## src/rtl/adder_frame_accumulator_pkg.sv

```systemverilog
// Shared definitions for the frame accumulator: operand/sum widths and FSM state encoding.
package adder_frame_accumulator_pkg;

  localparam int ADD_W = 11;
  localparam int SUM_W = 12;

  typedef enum logic {
    ST_ACC  = 1'b0,
    ST_DONE = 1'b1
  } state_t;

endpackage

```

## src/rtl/adder_11bit.sv

```systemverilog
// Existing 11-bit adder stage: unsigned a+b with carry-in tied low, 12-bit sum.
module adder_11bit
  import adder_frame_accumulator_pkg::*;
(
  input  logic [ADD_W-1:0] a,
  input  logic [ADD_W-1:0] b,
  output logic [SUM_W-1:0] sum
);

  logic cin;

  assign cin = 1'b0;

  // Full-width add; the carry out lands in sum[SUM_W-1].
  always_comb begin
    sum = {1'b0, a} + {1'b0, b} + {{(SUM_W-1){1'b0}}, cin};
  end

endmodule

```

## src/rtl/adder_frame_accumulator.sv

```systemverilog
// Frame accumulator: registers operand pairs, sums them through adder_11bit and
// accumulates the 12-bit results over a frame, then holds one frame total for a
// valid/ready consumer.
//
// state   | meaning
// --------+---------------------------------------------------------------
// ST_ACC  | collecting operand pairs; in_ready high unless the closing pair
//         | is still in stage 1
// ST_DONE | frame total presented on out_*; waiting for out_ready
module adder_frame_accumulator
  import adder_frame_accumulator_pkg::*;
#(
  parameter  int FRAME_LEN = 16,
  parameter  int ACC_W     = 16,
  localparam int CNT_W     = $clog2(FRAME_LEN + 1)
) (
  input  logic             clk,
  input  logic             rst,
  input  logic             in_valid,
  output logic             in_ready,
  input  logic [10:0]      in_a,
  input  logic [10:0]      in_b,
  input  logic             in_last,
  output logic             out_valid,
  input  logic             out_ready,
  output logic [ACC_W-1:0] out_sum,
  output logic [CNT_W-1:0] out_count,
  output logic             out_overflow
);

  state_t state;
  state_t state_nxt;

  logic [ADD_W-1:0] op_a;
  logic [ADD_W-1:0] op_b;
  logic             p1_valid;
  logic             p1_last;
  logic [CNT_W-1:0] cnt;

  logic [ACC_W-1:0] acc;
  logic             ovf;

  logic [SUM_W-1:0] pair_sum;
  logic [ACC_W:0]   acc_tot;
  logic             accept;
  logic             close;
  logic             release_out;
  logic             cnt_at_last;

  adder_11bit u_adder (
    .a   (op_a),
    .b   (op_b),
    .sum (pair_sum)
  );

  assign accept      = in_valid && in_ready;
  assign close       = p1_valid && p1_last;
  assign cnt_at_last = (cnt == CNT_W'(FRAME_LEN - 1));

  // The only accumulate adder: extra top bit captures the carry beyond ACC_W.
  always_comb begin
    acc_tot = {1'b0, acc} + {{(ACC_W + 1 - SUM_W){1'b0}}, pair_sum};
  end

  // State register.
  always_ff @(posedge clk) begin
    if (rst) begin
      state <= ST_ACC;
    end else begin
      state <= state_nxt;
    end
  end

  // Next state and handshake outputs; input blocked while the closing pair drains.
  always_comb begin
    state_nxt   = state;
    in_ready    = 1'b0;
    release_out = 1'b0;
    case (state)
      ST_ACC: begin
        in_ready = !(p1_valid && p1_last);
        if (close) begin
          state_nxt = ST_DONE;
        end
      end
      ST_DONE: begin
        if (out_valid && out_ready) begin
          release_out = 1'b1;
          state_nxt   = ST_ACC;
        end
      end
      default: begin
        state_nxt = ST_ACC;
      end
    endcase
  end

  // Stage 1: capture the accepted pair and decide whether it closes the frame.
  always_ff @(posedge clk) begin
    if (rst) begin
      op_a     <= '0;
      op_b     <= '0;
      p1_valid <= 1'b0;
      p1_last  <= 1'b0;
      cnt      <= '0;
    end else begin
      if (accept) begin
        op_a     <= in_a;
        op_b     <= in_b;
        p1_valid <= 1'b1;
        p1_last  <= in_last || cnt_at_last;
        cnt      <= cnt + CNT_W'(1);
      end else begin
        p1_valid <= 1'b0;
      end
      if (release_out) begin
        cnt <= '0;
      end
    end
  end

  // Stage 2: accumulate, publish the total on the closing pair, clear on handoff.
  always_ff @(posedge clk) begin
    if (rst) begin
      acc          <= '0;
      ovf          <= 1'b0;
      out_valid    <= 1'b0;
      out_sum      <= '0;
      out_count    <= '0;
      out_overflow <= 1'b0;
    end else begin
      if (p1_valid) begin
        acc <= acc_tot[ACC_W-1:0];
        ovf <= ovf | acc_tot[ACC_W];
      end
      if (close) begin
        out_valid    <= 1'b1;
        out_sum      <= acc_tot[ACC_W-1:0];
        out_count    <= cnt;
        out_overflow <= ovf | acc_tot[ACC_W];
      end else if (release_out) begin
        out_valid <= 1'b0;
        acc       <= '0;
        ovf       <= 1'b0;
      end
    end
  end

endmodule

```

## config.mk

```make
export PLATFORM = sky130hd
export DESIGN_NAME = adder_frame_accumulator
export DESIGN_NICKNAME = d
export VERILOG_FILES = /design/src/rtl/adder_frame_accumulator_pkg.sv /design/src/rtl/adder_11bit.sv /design/src/rtl/adder_frame_accumulator.sv
export SDC_FILE = /design/constraint.sdc
export NUM_CORES = 1
export LEC_CHECK = 0
export CAP_MARGIN = 20
export CORE_MARGIN = 2
export CORE_UTILIZATION = 54
export DETAILED_ROUTE_END_ITERATION = 7
export PLACE_DENSITY = 0.83
export SLEW_MARGIN = 20
export SYNTH_ARGS = -nofsm -noshare
export SYNTH_HDL_FRONTEND = slang
export SYNTH_SLANG_ARGS = --single-unit
```

## constraint.sdc

```tcl
create_clock -name clk -period 3.25 [get_ports clk]
set_input_delay 0.65 -clock clk [delete_from_list [all_inputs] [get_ports clk]]
set_output_delay 0.65 -clock clk [all_outputs]
set_load 0.01 [all_outputs]
```

## Word-level counts from Yosys, hierarchy flattened

Index checks and enable logic that the tools add are counted.

- $add $sub $neg: 3
- Multipliers: 0
- Divide/modulo/power cells: 0
- $lt $le $gt $ge: 0
- Equal/unequal tests: 1
- Shift-type cells: 0
- Mux-type cells: 15
- Bitwise operators: 2
- Reductions and logical operators: 7

Operator list:

| cell | number |
|---|---|
| $mux W16 | 3 |
| $add A16 B12 Y17 | 1 |
| $add A11 B11 Y12 | 1 |
| $mux W1 | 11 |
| $add A5 B1 Y5 const B | 1 |
| $eq A5 B4 Y1 const B | 1 |
| $logic_and A1 B1 Y1 | 3 |
| $pmux W1 S2 | 1 |
| $reduce_bool A2 Y1 | 1 |
| $reduce_or A2 Y1 | 1 |
| $logic_not A1 Y1 | 1 |
| $logic_or A1 B1 Y1 | 1 |
| $not A1 Y1 | 1 |
| $or A1 B1 Y1 | 1 |

- Register bits after elaboration: 70
- Bits in latches: 0
- Bits in writable memories: 0
- Memory bits (read-only): 0
- Bits of input ports: 27
- Output and inout bits: 24
- Memories: 0

## Logic depth before layout (Yosys ltp)

- Depth after elaboration: 6
- Gate-level depth with buffers: 10
- Gate-level depth less buffers: 10

## Cells and area by module

From an unflattened synthesis, not the netlist that was laid out.

- Cells, all modules: 444
- Area total of the unflattened synthesis: 3624.7 µm²

Modules (own cells, without submodules):

| module | instances | cells an instance | area an instance (µm²) | sequential area each (µm²) |
|---|---|---|---|---|
| adder_frame_accumulator | 1 | 377 | 3121.7 | 1401.3 |
| adder_11bit | 1 | 67 | 503.0 | 0.0 |

## Least setup slack after synthesis

Ideal clock, no wire load.

- Path kind: register to register
- Start point: register op_a[1]
- End point: register acc[13]
- Library setup time: 74 ps
- Arrival: 2383 ps
- Slack: 793 ps
- Cell stages (with the launch flop): 11
- Buffers on the path: 0
- Cells stage by stage: dfxtp_1 -> fa_1 -> ha_1 -> inv_1 -> fa_1 -> nor2b_1 -> o2111ai_1 -> a31oi_1 -> o21ai_1 -> or3_1 -> o21ai_0

- Longest elaborated chain between the ends: 5

RTL lines:

| item | line | text |
|---|---|---|
| from (decl) | adder_frame_accumulator.sv:34 | `logic [ADD_W-1:0] op_a;` |
| from (signal assigned) | adder_frame_accumulator.sv:108 | `op_a <= in_a;` |
| $add A11 B11 Y12 (*) | adder_11bit.sv:16 | `sum = {1'b0, a} + {1'b0, b} + {{(SUM_W-1){1'b0}}, cin};` |
| $add A16 B12 Y17 (*) | adder_frame_accumulator.sv:62 | `acc_tot = {1'b0, acc} + {{(ACC_W + 1 - SUM_W){1'b0}}, pair_sum};` |
| $mux W16 (*) | adder_frame_accumulator.sv:132 | `if (p1_valid) begin` |
| $mux W16 | adder_frame_accumulator.sv:141 | `end else if (release_out) begin` |
| $mux W16 (*) | adder_frame_accumulator.sv:136 | `if (close) begin` |
| to (signal assigned) | adder_frame_accumulator.sv:133 | `acc <= acc_tot[ACC_W-1:0];` |
| to (decl) | adder_frame_accumulator.sv:40 | `logic [ACC_W-1:0] acc;` |

Every way passes the cells marked *; elsewhere a longest branch is shown, timed or not.
A chain may end at the register's enable or synchronous reset.

## Worst setup path in the final report

Same ends and word-level chain as after synthesis.

==> impl_metrics.json <==
{
  "crit_chain": "fa_1 > ha_1 > inv_1 > fa_1 > nor2b_1 > o2111ai_1 > a31oi_1 > o21ai_1 > or3_1 > o21ai_0",
  "cp.depth": 10,
  "reg2reg_depth": 10,
  "final-setup-viol-count": 0,
  "crit_type": "flop to flop",
  "timing.rr.end": "acc[13]",
  "nNetsFinal": 488,
  "worstReg2RegStart": "op_a[1]",
  "cts-root-buf": "clkbuf_8",
  "start_util": 0.560,
  "relSlewSlack": 0.434,
  "cts_made_buffers": 9,
  "h-tree-depth": 3,
  "tns_ns": 0,
  "grt_use_total": 0.239,
  "ys_top_cells_by_count": "nand2_1, dfxtp_1, a21oi_1",
  "chipWidth_um": 82.6,
  "synthArstFlopShare": 0,
  "pwr_density_cell_mw_per_mm2": 490,
  "synth.avg_cell_area_um2": 8.60,
  "ys_seq_elements": 70,
  "synth.distinct_cells": 50,
  "rsz0062_at_grt": "no",
  "vias": 2894,
  "ys_seq_area_frac": 0.420,
  "setup.worst_path.start": "op_a[1]",
  "slew_viol_final": 0,
  "drt_wl_total_um": 7530,
  "fmax_ghz": 0.360,
  "final.period_utilization": 0.856,
  "io_pins": 51,
  "cpMostUsedCell": "fa_1",
  "yosysMostFrequentCell": "nand2_1",
  "ir_worst_vdd_v": 0.000332,
  "worst-path-buf-inv": 1,
  "core_mm2": 0.00596,
  "grt_pass1_wl_um": 12300,
  "slowest_stage": "fa_1",
  "crit_arrival_ns": 3.05,
  "cp-end-kind": "flop",
  "path_delay_family": "adder cells",
  "worst_slew_pin_slew_ns": 0.846,
  "insertion_delay_ns": 0.35,
  "dr.pass1.iters": 5,
  "period_needed_ns": 2.78,
  "cts.sinks": 70,
  "numPortBuffers": 50,
  "drtIter0Drc": 117,
  "antenna_found_initial": 0,
  "synth_nets": 440,
  "hold_path_class": "flop to flop",
  "leakagePower_nw": 1.62,
  "viasPerCell": 5.61,
  "startpoint_type": "flop",
  "drc": 0,
  "hold_viol_final": 0,
  "n_antenna_cell": 0,
  "dp.final_hpwl_um": 5260,
  "synth_cells": 388,
  "maxCapViolations": 0,
  "cp_max_fo": 3,
  "finalPower_mw": 2.00,
  "hold_buffers": 0,
  "clockBufferDepth": 2,
  "grt_max_degree": 38,
  "synth_edf_count": 0,
  "gp_congestion": 0.918,
  "grt_pass1_vias": 2727,
  "ys.flop_type": "dfxtp_1",
  "ant_nets": 0,
  "wire_per_inst_um": 14.6,
  "yosys-top-cells-area": "dfxtp_1, nand2_1, fa_1, a21oi_1, ha_1",
  "cp.required_ns": 3.52,
  "post_cts_buffers": 0,
  "drive_gt1_frac": 0.0612,
  "clk_pin_slew_worst_paths_ns": 0.07,
  "syn_to_final_growth_pct": 22.7,
  "cts_tree": "done",
  "clock_skew_ns": 0.00904,
  "ff2ff_setup_slack_ns": 0.47,
  "fp-row-count": 28,
  "cp_slowest_stage_delay_ns": 0.54,
  "synth_top_area_frac": 0.420,
  "synthesis.area_mm2": 0.00334,
  "grt-ovfl-total": 0,
  "dieHeight_um": 82.6,
  "status": "finished clean",
  "dieArea_mm2": 0.00682,
  "endpoint": "acc[13]",
  "ys_warn_count": 0,
  "ctsResizeCount": 0,
  "yosysTopAreaCell": "dfxtp_1"
}
flip-flops by register name (all words and copies together) (netlist names):
name          flops
acc              16
out_sum          16
op_a             11
op_b             11
cnt               5
out_count         5
out_overflow      1
out_valid         1
ovf               1
p1_last           1
p1_valid          1
state             1
worst min-delay path, stage by stage (launching register included):
cell and delay [ns]:
dfxtp_1 0.31, nand2_1 0.05, a21oi_1 0.05
stage by stage:
step / setup slack [ns] / util / cell area [um2] / std cells / hold slack [ns]
after floorplan: 0.793 / - / 3340 / 388 / 0.445
after global placement: 0.641 / 0.651 / 3880 / 500 / 0.441
after detailed placement: 0.533 / 0.651 / 3880 / 500 / 0.446
after CTS: 0.513 / 0.687 / 4090 / 516 / 0.456
after global routing: 0.351 / 0.687 / 4090 / 516 / 0.470
final: 0.469 / 0.687 / 4090 / 516 / 0.453
routing by layer:
metal,global-route usage,vias up,routed length (um)
met4,0.102,0,173
met5,0,-,0
met2,0.386,103,3530
met1,0.300,1330,3400
li1,-,1441,-
met3,0.0685,20,428
power breakdown:
part	switching [mW]	leakage [nW]	total [mW]	internal, mW
registers	0.0329	0.570	0.930	0.897
clock network	0.323	0.110	0.774	0.451
logic	0.167	0.935	0.300	0.134
cell type report:
class,count,area (um2)
clock buffer,12,145
clock inverter,4,70.1
fill,487,1860
inverter,6,22.5
multi-input combinational,294,1830
sequential,70,1400
tap,75,93.8
timing repair buffer,55,533
worst min path at each step:
stage	startpoint	end	slack, ns	cells past startpoint
2_1_floorplan	acc[8]	acc[8]	0.44	2
3_3_place_gp	out_count[1]	out_count[1]	0.44	2
3_5_place_dp	out_sum[1]	out_sum[1]	0.45	2
4_1_cts	out_sum[1]	out_sum[1]	0.46	2
5_1_grt	out_sum[1]	out_sum[1]	0.47	2
6_report	out_sum[1]	out_sum[1]	0.45	2
logic make-up after synthesis:
| group | count (synthesis) | share of synthesized area |
|---|---|---|
| AND/OR/NAND/NOR | 162 | 0.222 |
| AO/OA/AOI/OAI | 93 | 0.168 |
| flip-flops | 70 | 0.420 |
| adder cells (fa/ha/maj) | 25 | 0.121 |
| buffers and inverters | 24 | 0.0319 |
| XOR/XNOR | 13 | 0.0341 |
| multiplexers | 1 | 0.00300 |
placed cells by master (no fill, tap or decap), types with 3 or more instances in the layout:
cell type and count:
nand2_1 84, dfxtp_1 70, clkdlybuf4s50_1 49, a21oi_1 46, nor2_1 31, ha_1 13
fa_1 12, clkbuf_8 10, a31oi_1 7, o21ai_0 7, xnor2_1 7, inv_1 6
nand3b_1 6, xor2_1 6, and2_1 5, a211oi_1 5, a22oi_1 5, buf_4 5
a21o_1 4, nand4_1 4, nor3_1 4, nand3_1 4, or3_1 4, nor2b_1 3
nand2b_1 3, o21ai_1 3
No activity file was read; power rests on OpenSTA's default activity.
